**config.mk**
```make
export PLATFORM = sky130hd
export DESIGN_NAME = conbus4x1
export DESIGN_NICKNAME = d
export VERILOG_FILES = /design/src/rtl/conbus_pkg.sv /design/src/rtl/conbus4x1_if.sv /design/src/rtl/conbus_rr_arbiter.sv /design/src/rtl/conbus4x1.sv
export SDC_FILE = /design/constraint.sdc
export NUM_CORES = 1
export LEC_CHECK = 0
export CORE_ASPECT_RATIO = 0.6
export CORE_MARGIN = 8
export CORE_UTILIZATION = 35
export DETAILED_ROUTE_END_ITERATION = 7
export GPL_TIMING_DRIVEN = 0
export PLACE_DENSITY = 0.79
export SLEW_MARGIN = 20
export SYNTH_ARGS = -nofsm -noshare
export SYNTH_HDL_FRONTEND = slang
export SYNTH_SLANG_ARGS = --single-unit
```
**constraint.sdc**
```tcl
create_clock -name sys_clk -period 4.2 [get_ports sys_clk]
set_clock_uncertainty 0.2 [all_clocks]
set_input_delay 0.63 -clock sys_clk [delete_from_list [all_inputs] [get_ports sys_clk]]
set_output_delay 0.63 -clock sys_clk [all_outputs]
set_load 0.05 [all_outputs]
```
**src/rtl/conbus_pkg.sv**
```systemverilog
// Shared constants and types for the 4-master conbus: master count, index type,
// default widths and the outstanding-read pipeline slot.
package conbus_pkg;

    localparam int unsigned NMASTERS   = 4;
    localparam int unsigned ADDR_W_DEF = 16;
    localparam int unsigned DATA_W_DEF = 16;

    typedef logic [1:0] midx_t;

    typedef struct packed {
        logic  valid;
        midx_t idx;
    } rd_slot_t;

    function automatic midx_t onehot_to_idx(input logic [NMASTERS-1:0] oh);
        midx_t idx;
        idx = '0;
        for (int unsigned i = 0; i < NMASTERS; i++) begin
            if (oh[i]) idx = midx_t'(i);
        end
        return idx;
    endfunction

endpackage

```
**src/rtl/conbus4x1_if.sv**
```systemverilog
// Request/lock/grant bundle between the masters and the round-robin arbiter.
interface conbus4x1_if;
    import conbus_pkg::*;

    logic [NMASTERS-1:0] req;
    logic [NMASTERS-1:0] lock;
    logic [NMASTERS-1:0] gnt;

    modport master (output req, output lock, input gnt);
    modport slave  (input req, input lock, output gnt);

endinterface

```
**src/rtl/conbus_rr_arbiter.sv**
```systemverilog
// Round-robin arbiter with last-granted pointer; bus ownership lock is only
// honoured when CONBUS4X1_LOCK_EN is defined.
module conbus_rr_arbiter
    import conbus_pkg::*;
(
    input  logic       clk,
    input  logic       rst,
    conbus4x1_if.slave bus
);

    midx_t               ptr_q, ptr_d;
    midx_t               idx;
    logic [NMASTERS-1:0] gnt;
    logic                hold;
    logic                found;

`ifndef CONBUS4X1_LOCK_EN
    logic unused_lock;
    assign unused_lock = ^bus.lock;
`endif

    always_comb begin
        gnt   = '0;
        hold  = 1'b0;
        found = 1'b0;
        idx   = '0;
`ifdef CONBUS4X1_LOCK_EN
        hold = bus.req[ptr_q] & bus.lock[ptr_q];
`endif
        if (rst) begin
            gnt = '0;
        end else if (hold) begin
            gnt[ptr_q] = 1'b1;
        end else begin
            // Search starts one past the last granted master and wraps.
            for (int unsigned off = 1; off <= NMASTERS; off++) begin
                idx = ptr_q + midx_t'(off);
                if (!found && bus.req[idx]) begin
                    gnt[idx] = 1'b1;
                    found    = 1'b1;
                end
            end
        end
        ptr_d = (|gnt) ? onehot_to_idx(gnt) : ptr_q;
    end

    assign bus.gnt = gnt;

    always_ff @(posedge clk or posedge rst) begin
        if (rst) ptr_q <= midx_t'(NMASTERS - 1);
        else     ptr_q <= ptr_d;
    end

endmodule

```
**src/rtl/conbus4x1.sv**
```systemverilog
// Four-master to one-slave bus switch with registered slave side and a
// two-stage read-return pipeline. Optional bus lock: CONBUS4X1_LOCK_EN.
module conbus4x1
    import conbus_pkg::*;
#(
    parameter int unsigned ADDR_W = ADDR_W_DEF,
    parameter int unsigned DATA_W = DATA_W_DEF
) (
    input  logic              sys_clk,
    input  logic              sys_rst,

    input  logic              m0_req,
    input  logic              m0_we,
    input  logic [ADDR_W-1:0] m0_a,
    input  logic [DATA_W-1:0] m0_do,
    input  logic              m0_lock,
    output logic              m0_gnt,
    output logic              m0_rdv,
    output logic [DATA_W-1:0] m0_di,

    input  logic              m1_req,
    input  logic              m1_we,
    input  logic [ADDR_W-1:0] m1_a,
    input  logic [DATA_W-1:0] m1_do,
    input  logic              m1_lock,
    output logic              m1_gnt,
    output logic              m1_rdv,
    output logic [DATA_W-1:0] m1_di,

    input  logic              m2_req,
    input  logic              m2_we,
    input  logic [ADDR_W-1:0] m2_a,
    input  logic [DATA_W-1:0] m2_do,
    input  logic              m2_lock,
    output logic              m2_gnt,
    output logic              m2_rdv,
    output logic [DATA_W-1:0] m2_di,

    input  logic              m3_req,
    input  logic              m3_we,
    input  logic [ADDR_W-1:0] m3_a,
    input  logic [DATA_W-1:0] m3_do,
    input  logic              m3_lock,
    output logic              m3_gnt,
    output logic              m3_rdv,
    output logic [DATA_W-1:0] m3_di,

    output logic [ADDR_W-1:0] s_a,
    output logic              s_we,
    output logic [DATA_W-1:0] s_do,
    input  logic [DATA_W-1:0] s_di
);

    conbus4x1_if arb_bus ();

    logic [NMASTERS-1:0] m_we;
    logic [ADDR_W-1:0]   m_a  [NMASTERS];
    logic [DATA_W-1:0]   m_do [NMASTERS];
    logic [NMASTERS-1:0] rdv;

    midx_t               gnt_idx;
    logic                any_gnt;
    logic [ADDR_W-1:0]   s_a_q, s_a_d;
    logic                s_we_q, s_we_d;
    logic [DATA_W-1:0]   s_do_q, s_do_d;
    rd_slot_t            rd1_q, rd1_d;
    rd_slot_t            rd2_q, rd2_d;

    assign arb_bus.req  = {m3_req, m2_req, m1_req, m0_req};
    assign arb_bus.lock = {m3_lock, m2_lock, m1_lock, m0_lock};
    assign m_we         = {m3_we, m2_we, m1_we, m0_we};
    assign m_a[0]  = m0_a;
    assign m_a[1]  = m1_a;
    assign m_a[2]  = m2_a;
    assign m_a[3]  = m3_a;
    assign m_do[0] = m0_do;
    assign m_do[1] = m1_do;
    assign m_do[2] = m2_do;
    assign m_do[3] = m3_do;

    conbus_rr_arbiter u_arb (
        .clk (sys_clk),
        .rst (sys_rst),
        .bus (arb_bus)
    );

    always_comb begin
        gnt_idx = onehot_to_idx(arb_bus.gnt);
        any_gnt = |arb_bus.gnt;
        s_a_d   = s_a_q;
        s_do_d  = s_do_q;
        s_we_d  = 1'b0;
        rd1_d   = '0;
        if (any_gnt) begin
            s_a_d       = m_a[gnt_idx];
            s_do_d      = m_do[gnt_idx];
            s_we_d      = m_we[gnt_idx];
            rd1_d.valid = ~m_we[gnt_idx];
            rd1_d.idx   = gnt_idx;
        end
        // Slave returns data one cycle after s_a, so rdv is two cycles after grant.
        rd2_d = rd1_q;
        for (int unsigned i = 0; i < NMASTERS; i++) begin
            rdv[i] = rd2_q.valid && (rd2_q.idx == midx_t'(i));
        end
    end

    always_ff @(posedge sys_clk or posedge sys_rst) begin
        if (sys_rst) begin
            s_a_q  <= '0;
            s_we_q <= 1'b0;
            s_do_q <= '0;
            rd1_q  <= '0;
            rd2_q  <= '0;
        end else begin
            s_a_q  <= s_a_d;
            s_we_q <= s_we_d;
            s_do_q <= s_do_d;
            rd1_q  <= rd1_d;
            rd2_q  <= rd2_d;
        end
    end

    assign s_a  = s_a_q;
    assign s_we = s_we_q;
    assign s_do = s_do_q;

    assign m0_gnt = arb_bus.gnt[0];
    assign m1_gnt = arb_bus.gnt[1];
    assign m2_gnt = arb_bus.gnt[2];
    assign m3_gnt = arb_bus.gnt[3];
    assign m0_rdv = rdv[0];
    assign m1_rdv = rdv[1];
    assign m2_rdv = rdv[2];
    assign m3_rdv = rdv[3];
    assign m0_di  = s_di;
    assign m1_di  = s_di;
    assign m2_di  = s_di;
    assign m3_di  = s_di;

endmodule

```
* Yosys cells after proc, flatten, opt, wreduce, memory -nomap -nowiden
Index checks and enable logic that the tools add are counted.
** Cells by class
- Reductions and logical operators :: 16
- Eq/ne operators :: 3
- Order comparisons :: 10
- Bitwise logic cells :: 5
- Mux-type cells :: 43
- $add $sub $neg :: 3
** Operators by type and width (count)
- $bmux 16 s2 :: 2
- $mux 16 :: 4
- $mux 4 :: 8
- $mux 1 :: 17
- $lt 2x3->1 const B :: 5
- $or 4x4->4 :: 3
- $logic_and 1x1->1 :: 11
- $bmux 1 s2 :: 5
- $demux 1 s2 :: 4
- $ge 2x1->1 const B :: 4
- $add 2x2->2 const B :: 2
- $eq 2x2->1 const B :: 2
- $mux 2 :: 2
- $reduce_or 4->1 :: 1
- $ge 3x3->1 const B :: 1
- $logic_not 1->1 :: 3
- $mux 3 :: 1
- $not 2->3 :: 1
- $add 2x1->2 const B :: 1
- $eq 2x1->1 const B :: 1
- $logic_not 2->1 :: 1
- $not 1->1 :: 1
** Word-level totals
- Word-level logic and storage cells :: 88
- Register bits after elaboration :: 41
- Output and inout port bits :: 105
- Bits of input ports :: 158

* Depth between registers and ports, before layout
Gate-level depths: netlist (run 1).
- Word-level depth :: 24
- Gate-level depth with buffers :: 13
- Mapped depth without buffers :: 10

* Cells and area by module
Synthesis (run 1) repeated with hierarchy kept, for this count alone.
** Unflattened totals
- Cells, all modules :: 319
- Area total of the unflattened synthesis :: 3143.0 µm²
** By module, submodules not included
- conbus4x1 :: instances 1, area each 2668.8 µm², cells an instance 271, seq. area each 975.9 µm²
- conbus_rr_arbiter :: instances 1, area each 474.2 µm², cells an instance 48, seq. area each 52.6 µm²

* Least setup slack after synthesis (run 1)
OpenSTA, ideal clock, no wires.
- Kind :: register to register
- Start point :: register u_arb.ptr_q[1]
- End point :: register s_do_q[13] (netlist: s_do[13])
- Arrival time :: 3.578 ns
- Setup time :: 0.134 ns
- Clock period less this slack :: 3.912 ns
- Data required time :: 3.866 ns
- Cell stages (with the launch flop) :: 13
- Setup slack :: 0.288 ns
- Buffers on the path :: 3
- Cell sequence :: dfstp_2 -> buf_2 -> inv_1 -> ha_1 -> mux4_2 -> buf_2 -> nor2b_1 -> a211o_1 -> nor2_1 -> nor2_1 -> buf_2 -> a21oi_1 -> a32oi_1
** Between the ends
- Elaborated cells between the ends (all ways) :: 62
- Those cells by class :: add/sub: 3; order compare: 8; mux: 36; bitwise: 4; reduce/logical: 11
** RTL lines
- from (decl) :: line conbus_rr_arbiter.sv:11 : midx_t ptr_q, ptr_d;
- from (signal assigned) :: line conbus_rr_arbiter.sv:50 : if (rst) ptr_q <= midx_t'(NMASTERS - 1);
- from (signal assigned) :: line conbus_rr_arbiter.sv:51 : else ptr_q <= ptr_d;
- parallel branches: the longest is 15 deep, another holds $lt 2x3->1
- $mux 4 * :: line conbus_rr_arbiter.sv:38 : if (!found && bus.req[idx]) begin
- $mux 4 * :: line conbus_rr_arbiter.sv:30 : if (rst) begin
- net m0_gnt :: line conbus4x1.sv:17 : output logic m0_gnt,
- $reduce_or 4->1 * :: line conbus4x1.sv:89 : any_gnt = |arb_bus.gnt;
- to (signal assigned) :: line conbus4x1.sv:118 : s_do_q <= s_do_d;
- to (decl) :: line conbus4x1.sv:65 : logic [DATA_W-1:0] s_do_q, s_do_d;
Mark *: on every way through the listed nets, which the timed path passes. The select of a mux whose other input is x is not followed.
A chain may end at the register's enable or synchronous reset.

* Worst setup path after layout (run 1)
- Start point :: register u_arb.ptr_q[1]
- End point :: output m0_gnt
** Between the ends
- Longest elaborated chain between the ends :: 17
- Elaborated cells between the ends (all ways) :: 54
- Those cells by class :: add/sub: 3; order compare: 8; mux: 30; bitwise: 3; reduce/logical: 10
** RTL lines (line)
- parallel branches: the longest is 15 deep, another holds $lt 2x3->1
- $mux 4 * :: conbus_rr_arbiter.sv:38
- $mux 4 * :: conbus_rr_arbiter.sv:30
- to (decl) :: conbus4x1.sv:17
Every way passes the cells marked *. The select of a mux whose other input is x is not followed.

==> results.py, run 1 <==
metrics = {
    "worst_hold_path": {
        "hold_class": "flip-flop to flip-flop",
        "min_from": "rd1_q[1]",
        "hold_depth": 0,
        "whs_endpoint": "rd2_q[1]",
    },
    "cts": {
        "numCtsBuffers": 5,
        "clk_latency_ns": 0.28,
        "htree_levels": 2,
        "path_clk_slew_ns": 0.06,
        "cts_root_buf": "clkbuf_16",
        "cts.path.max_buffers": 2,
        "cts_tree": "done",
        "cts_sinks": 41,
    },
    "worst_setup_path": {
        "rr_startpoint": "u_arb.ptr_q[1]",
        "path_cells": "clkbuf_4 -> inv_1 -> ha_2 -> mux4_2 -> buf_2 -> nor2b_1 -> a211o_1 -> nor2_1 -> clkbuf_4",
        "critical_path_arrival_ns": 3.28,
        "endpoint_kind": "output port",
        "start_kind": "flip-flop",
        "cp_slowest_cell": "dfstp_2",
        "cpMostUsedCell": "clkbuf_4",
        "rr_worst_depth": 11,
        "crit_family": "buffers and inverters",
        "rrSetupSlack_ns": 0.39,
        "cp.required_ns": 3.37,
        "max_stage_delay_ns": 0.59,
        "path_buf_inv": 4,
        "crit_type": "flip-flop to output port",
        "timing.rr.end": "s_a[0]",
        "crit_fanout": 10,
    },
    "final_layout": {
        "multi_input_area_um2": 1820,
        "n_fill_cell": 843,
        "seqCellArea_um2": 1030,
        "syn2layout_area_growth_pct": 76.3,
        "final_cell_mix": "clkdlybuf4s50_1, buf_4, nand2_1",
        "num_antenna_cells": 0,
        "layout.cells.most_common": "clkdlybuf4s50_1",
        "finalInstanceArea_um2": 6350,
        "drive_gt1_frac": 0.248,
        "nNetsFinal": 795,
        "fin_util": 0.638,
    },
    "synth": {
        "synth_nets": 544,
        "ys_seq_area_frac": 0.286,
        "synth_warnings": 0,
        "synth_edf_count": 0,
        "synth_area_leaders": "dfrtp_1, buf_4, o221ai_2",
        "syn-cell-area_um2": 3600,
        "synth_area_per_cell_um2": 9.53,
        "ys.flop_type": "dfrtp_1",
        "synth-seq-cells": 41,
        "synthArstFlopShare": 1.00,
        "synth_largest_area_cell": "dfrtp_1",
        "synth.distinct_cells": 43,
        "synthCells": 378,
        "synth_top_cell_area_share": 0.271,
    },
    "sta": {
        "setup_viol": 0,
        "worst_pin_slew_ns": 0.558,
        "post-route-period-util": 0.978,
        "fmax_mhz": 244,
        "maxSlewHeadroom": 0.627,
        "final-hold-violation-count": 0,
        "final.min_clock_period_ns": 4.11,
        "drv_slew": 0,
    },
    "place": {
        "place_area_um2": 6210,
        "place_congestion": 0.840,
        "dp_hpwl_mm": 12.6,
        "place.port_buffers": 242,
    },
    "floorplanning": {
        "fp.dieW_um": 147,
        "num_rows": 28,
        "coreArea_um2": 9950,
        "start_util": 0.362,
        "ioPinCount": 263,
        "die_h_um": 94.6,
        "die_area_um2": 13900,
    },
    "route": {
        "drt_wl_total_mm": 15.2,
        "drt_iter0_markers": 159,
        "drt-vias-per-instance": 5.13,
        "avgRoutedWirePerCell_um": 19.9,
        "vias": 3925,
        "drc": 0,
        "ant_nets": 0,
        "drt-pass1-iter-count": 4,
    },
    "global_route": {
        "grt_usage": 0.210,
        "grt_pass1_vias": 4273,
        "gr-total-overflow": 0,
        "grt_pass1_wl_mm": 23.3,
        "antenna_found_initial": 0,
        "grt_max_degree": 28,
    },
    "power_and_ir_drop": {
        "p_leak_uw": 0.00254,
        "powerDensity_nw_per_um2": 832,
        "vdd_drop_max_mv": 0.475,
    },
    "status": {
        "status": "finished, final reports clean",
    },
    "flow_run": {
        "drv_cap": 0,
    },
}
stage by stage:
step | worst slack (ns) | hold WS (ns) | TNS [ns] | instances | power (µW)
finish | 0.0941 | 0.149 | 0 | 765 | 5290
global route | -0.00585 | 0.170 | -0.00585 | 765 | 5630
CTS | 0.0158 | 0.148 | 0 | 765 | 5320
detailed placement | -0.241 | 0.136 | -0.691 | 756 | 4910
global placement | -0.143 | 0.136 | -0.363 | 755 | 4810
floorplan | 0.288 | 0.131 | 0 | 378 | 3670
registers in the layout (all words and copies together), names as in the netlist:
name and cells:
s_a 16, rd1_q 3, rd2_q 3, u_arb.ptr_q 2, s_do 16, s_we 1
routing by layer:
| layer | vias up | wire length, µm | global-route usage |
|---|---|---|---|
| met2 | 199 | 7390 | 0.365 |
| met4 | 0 | 232 | 0.0540 |
| met5 | - | 0 | 0 |
| met3 | 18 | 1690 | 0.0836 |
| li1 | 1835 | - | - |
| met1 | 1873 | 5930 | 0.241 |
area by class of cell:
cell class | count | area share
Tap cell | 135 | 0.0266
Sequential cell | 41 | 0.162
Clock buffer | 7 | 0.0209
Multi-Input combinational cell | 235 | 0.286
Timing Repair Buffer | 244 | 0.384
Buffer | 95 | 0.115
Clock inverter | 1 | 0.000788
Inverter | 7 | 0.00414
cells by family (layout without fill, tap and decap cells):
logic type,Yosys count,count (layout),synth area share
flip-flops,41,41,0.286
AO/OA/AOI/OAI,120,120,0.313
adder cells (fa/ha/maj),8,8,0.0278
AND/OR/NAND/NOR,95,95,0.116
multiplexers,12,12,0.0472
buffers and inverters,102,354,0.210
report_power, final:
group	internal, µW	switching (µW)	leakage [µW]
Clock	220	153	0.0000679
Sequential	631	120	0.000484
Combinational	1560	2600	0.00199
Yosys cell counts, types with 2 or more instances:
library cell	number
dfstp_2	2
a221oi_1	2
o21ai_0	4
a21oi_1	31
buf_2	14
nor3b_1	2
nand2_1	69
a21oi_2	3
o221ai_2	30
buf_6	8
mux2i_1	8
a32oi_1	30
nand3_1	2
a211o_1	2
dfrtp_1	39
mux4_2	4
nand2b_1	5
a21o_1	2
buf_4	70
a211oi_1	3
nand3b_1	3
ha_1	8
o22ai_1	3
and2_1	2
nor2_1	7
buf_8	3
inv_1	6
worst reg2reg max path: cells and delay by family, from the launching register on:
kind                     cells  cell delay, ns
buffers and inverters        3            0.57
multiplexers                 1            0.51
flip-flops                   1            0.59
adder cells (fa/ha/maj)      1            0.42
AND/OR/NAND/NOR              2            0.35
AO/OA/AOI/OAI                4            1.06
worst max-delay path by stage:
stage              startpoint        to  slack [ns]  depth (start not counted)
6_report       u_arb.ptr_q[1]    m0_gnt        0.09                          9
5_1_grt        u_arb.ptr_q[1]    m0_gnt      -0.006                          9
4_1_cts        u_arb.ptr_q[1]    m1_gnt        0.02                          9
3_5_place_dp   u_arb.ptr_q[1]    m0_gnt       -0.24                          9
3_3_place_gp   u_arb.ptr_q[1]    m0_gnt       -0.14                          9
2_1_floorplan  u_arb.ptr_q[1]  s_do[13]        0.29                         12
repair_timing:
item                                   in CTS  in global routing
hold buffers                                0                  0
setup endpoints to repair                   4                  4
buffers inserted                            1                  0
endpoints found under the hold margin       0                  0
resized for setup                          17                  4
pin swaps                                   1                  0
Power figures use the tool's default switching activity.
==> run 2, diff against run 1 <==
--- a/config.mk
+++ b/config.mk
@@ -10,7 +10,7 @@
 export CORE_UTILIZATION = 35
 export DETAILED_ROUTE_END_ITERATION = 7
 export GPL_TIMING_DRIVEN = 0
-export PLACE_DENSITY = 0.79
+export PLACE_DENSITY = 0.82
 export SLEW_MARGIN = 20
 export SYNTH_ARGS = -nofsm -noshare
 export SYNTH_HDL_FRONTEND = slang
==> run 2 against run 1 <==
  * Cell count increased by 0.13%
  * Register-to-register slack barely moved
  * Utilization grew 0.35 points
  * Largest cell class unchanged
  * Flip-flop and latch count is the same
  * Critical path type unchanged
  * Largest power group unchanged
==> results.py, run 2 (synthesis results as in run 1) <==
metrics = {
    "final_layout": {
        "nNetsFinal": 796,
        "num_antenna_cells": 0,
        "finalInstanceArea_um2": 6390,
        "multi_input_area_um2": 1820,
        "layout.cells.most_common": "clkdlybuf4s50_1",
        "seqCellArea_um2": 1030,
        "fin_util": 0.642,
        "drive_gt1_frac": 0.250,
        "n_fill_cell": 834,
        "final_cell_mix": "clkdlybuf4s50_1, buf_4, nand2_1",
        "syn2layout_area_growth_pct": 77.3,
    },
    "power_and_ir_drop": {
        "power.switching_uw": 2900,
        "pwr-share-comb": 0.777,
        "vdd_drop_max_mv": 0.376,
        "p_leak_uw": 0.00256,
        "power.clock.fraction": 0.082,
        "powerDensity_nw_per_um2": 843,
        "p_int_uw": 2480,
        "p_seq_frac": 0.140,
        "swShare": 0.539,
    },
    "floorplanning": {
        "start_util": 0.362,
        "die_h_um": 94.6,
        "coreArea_um2": 9950,
        "fp.dieW_um": 147,
        "die_area_um2": 13900,
        "num_rows": 28,
        "ioPinCount": 263,
    },
    "worst_setup_path": {
        "crit_type": "flip-flop to output port",
        "crit_fanout": 10,
        "path_buf_inv": 4,
        "cpMostUsedCell": "buf_2",
        "cp_slowest_cell": "dfstp_2",
        "path_cells": "clkbuf_4 -> inv_1 -> ha_2 -> mux4_2 -> buf_2 -> nor2b_1 -> a211o_1 -> nor2_1 -> buf_2",
        "crit_family": "buffers and inverters",
        "endpoint_kind": "output port",
        "critical_path_arrival_ns": 3.27,
        "max_stage_delay_ns": 0.59,
        "start_kind": "flip-flop",
        "cp.required_ns": 3.37,
    },
    "sta": {
        "worst_pin_slew_ns": 0.548,
        "final-hold-violation-count": 0,
        "fmax_mhz": 244,
        "drv_slew": 0,
        "maxSlewHeadroom": 0.634,
        "setup_viol": 0,
        "post-route-period-util": 0.976,
        "final.min_clock_period_ns": 4.10,
    },
    "cts": {
        "cts.path.max_buffers": 2,
        "htree_levels": 2,
        "path_clk_slew_ns": 0.06,
        "cts_tree": "done",
        "holdBufCountCts": 0,
        "cts_root_buf": "clkbuf_16",
        "clk_latency_ns": 0.28,
        "cts_sinks": 41,
        "numCtsBuffers": 5,
    },
    "route": {
        "drt_iter0_markers": 190,
        "drt_wl_total_mm": 15.3,
        "drt-vias-per-instance": 5.17,
        "drc": 0,
        "avgRoutedWirePerCell_um": 20.0,
        "ant_nets": 0,
        "vias": 3964,
        "drt-pass1-iter-count": 5,
    },
    "global_route": {
        "grt_usage": 0.213,
        "antenna_found_initial": 0,
        "grt_pass1_wl_mm": 23.7,
        "gr-total-overflow": 0,
        "grt_pass1_vias": 4329,
        "grt_max_degree": 23,
    },
    "flow_run": {
        "drv_cap": 0,
    },
    "worst_hold_path": {
        "hold_class": "flip-flop to flip-flop",
    },
    "place": {
        "place_area_um2": 6210,
        "dp_hpwl_mm": 12.6,
        "place.port_buffers": 242,
        "place_congestion": 0.855,
    },
    "status": {
        "status": "finished, final reports clean",
    },
}
## run 2: cell types whose count changed in the layout (fill, tap and decap cells not counted), sizes merged
cell	change
buf	+2
clkbuf	-2
bufinv	+1
## run 2: worst reg2reg max path: cells and delay by family, from the launching register on
kind | cells | cell delay, ns
AOI/OAI and AO/OA | 4 | 1.06
adders and majority gates | 1 | 0.41
buffers and inverters | 3 | 0.55
DFF | 1 | 0.59
muxes | 1 | 0.50
and+or+nand+nor | 2 | 0.37
## run 2: layer usage
metal / share of wire / vias to the layer above / global-route usage / routed length, µm
li1: - / 1848 / - / -
met1: 0.39 / 1875 / 0.248 / 6040
met2: 0.48 / 212 / 0.363 / 7420
met3: 0.098 / 29 / 0.0826 / 1510
met4: 0.023 / 0 / 0.0650 / 349
met5: 0 / - / 0 / 0
## run 2: worst paths after layout
kind / startpoint / end / slack [ns] / cells after the start
min in group asynchronous: sys_rst / s_do[3] / 0.77 / 3
worst min register to register: rd1_q[2] / rd2_q[2] / 0.15 / 0
worst max-delay path: u_arb.ptr_q[1] / m0_gnt / 0.10 / 9
worst max register to register: u_arb.ptr_q[1] / s_a[0] / 0.39 / 11
worst min-delay path: rd1_q[2] / rd2_q[2] / 0.15 / 0
max in group asynchronous: sys_rst / u_arb.ptr_q[0] / 2.46 / 4
## run 2: what timing repair did
item                       CTS  global route
resized for setup           14             6
setup endpoints to repair    4             4
pin swaps                    0             1
gates cloned                 0             0
setup buffers                0             2
## run 2: final cells by class
type,instances,area share
Buffer,95,0.115
Clock buffer,6,0.0202
Clock inverter,2,0.00607
Inverter,7,0.00411
Multi-Input combinational cell,235,0.285
Sequential cell,41,0.161
Tap cell,135,0.0264
Timing Repair Buffer,245,0.383
## run 2: per-stage QoR
stage | TNS [ns] | std cells | hold slack, ns | power (µW) | worst slack (ns)
2_1_floorplan | 0 | 378 | 0.131 | 3670 | 0.288
3_5_place_dp | -0.429 | 756 | 0.135 | 4910 | -0.184
6_report | 0 | 766 | 0.148 | 5380 | 0.102
4_1_cts | 0 | 764 | 0.149 | 5370 | 0.00513
5_1_grt | -0.00302 | 766 | 0.159 | 5750 | -0.00302
3_3_place_gp | -0.157 | 755 | 0.135 | 4820 | -0.113
## run 2: power groups by stage
stage          combinational, µW  sequential (µW)  clock (µW)
5_1_grt                     4490              785         473
3_5_place_dp                4150              761           0
6_report                    4180              754         443
2_1_floorplan               2360             1310           0
3_3_place_gp                4070              743           0
4_1_cts                     4170              753         455
==> run 3, diff against run 2 <==
--- a/config.mk
+++ b/config.mk
@@ -8,10 +8,10 @@
 export CORE_ASPECT_RATIO = 0.6
 export CORE_MARGIN = 8
 export CORE_UTILIZATION = 35
+export CTS_CLUSTER_DIAMETER = 100
 export DETAILED_ROUTE_END_ITERATION = 7
 export GPL_TIMING_DRIVEN = 0
 export PLACE_DENSITY = 0.82
-export SLEW_MARGIN = 20
 export SYNTH_ARGS = -nofsm -noshare
 export SYNTH_HDL_FRONTEND = slang
 export SYNTH_SLANG_ARGS = --single-unit
==> results of run 3 <==
No change in the layout: final DEF, timing and power equal those of run 2.
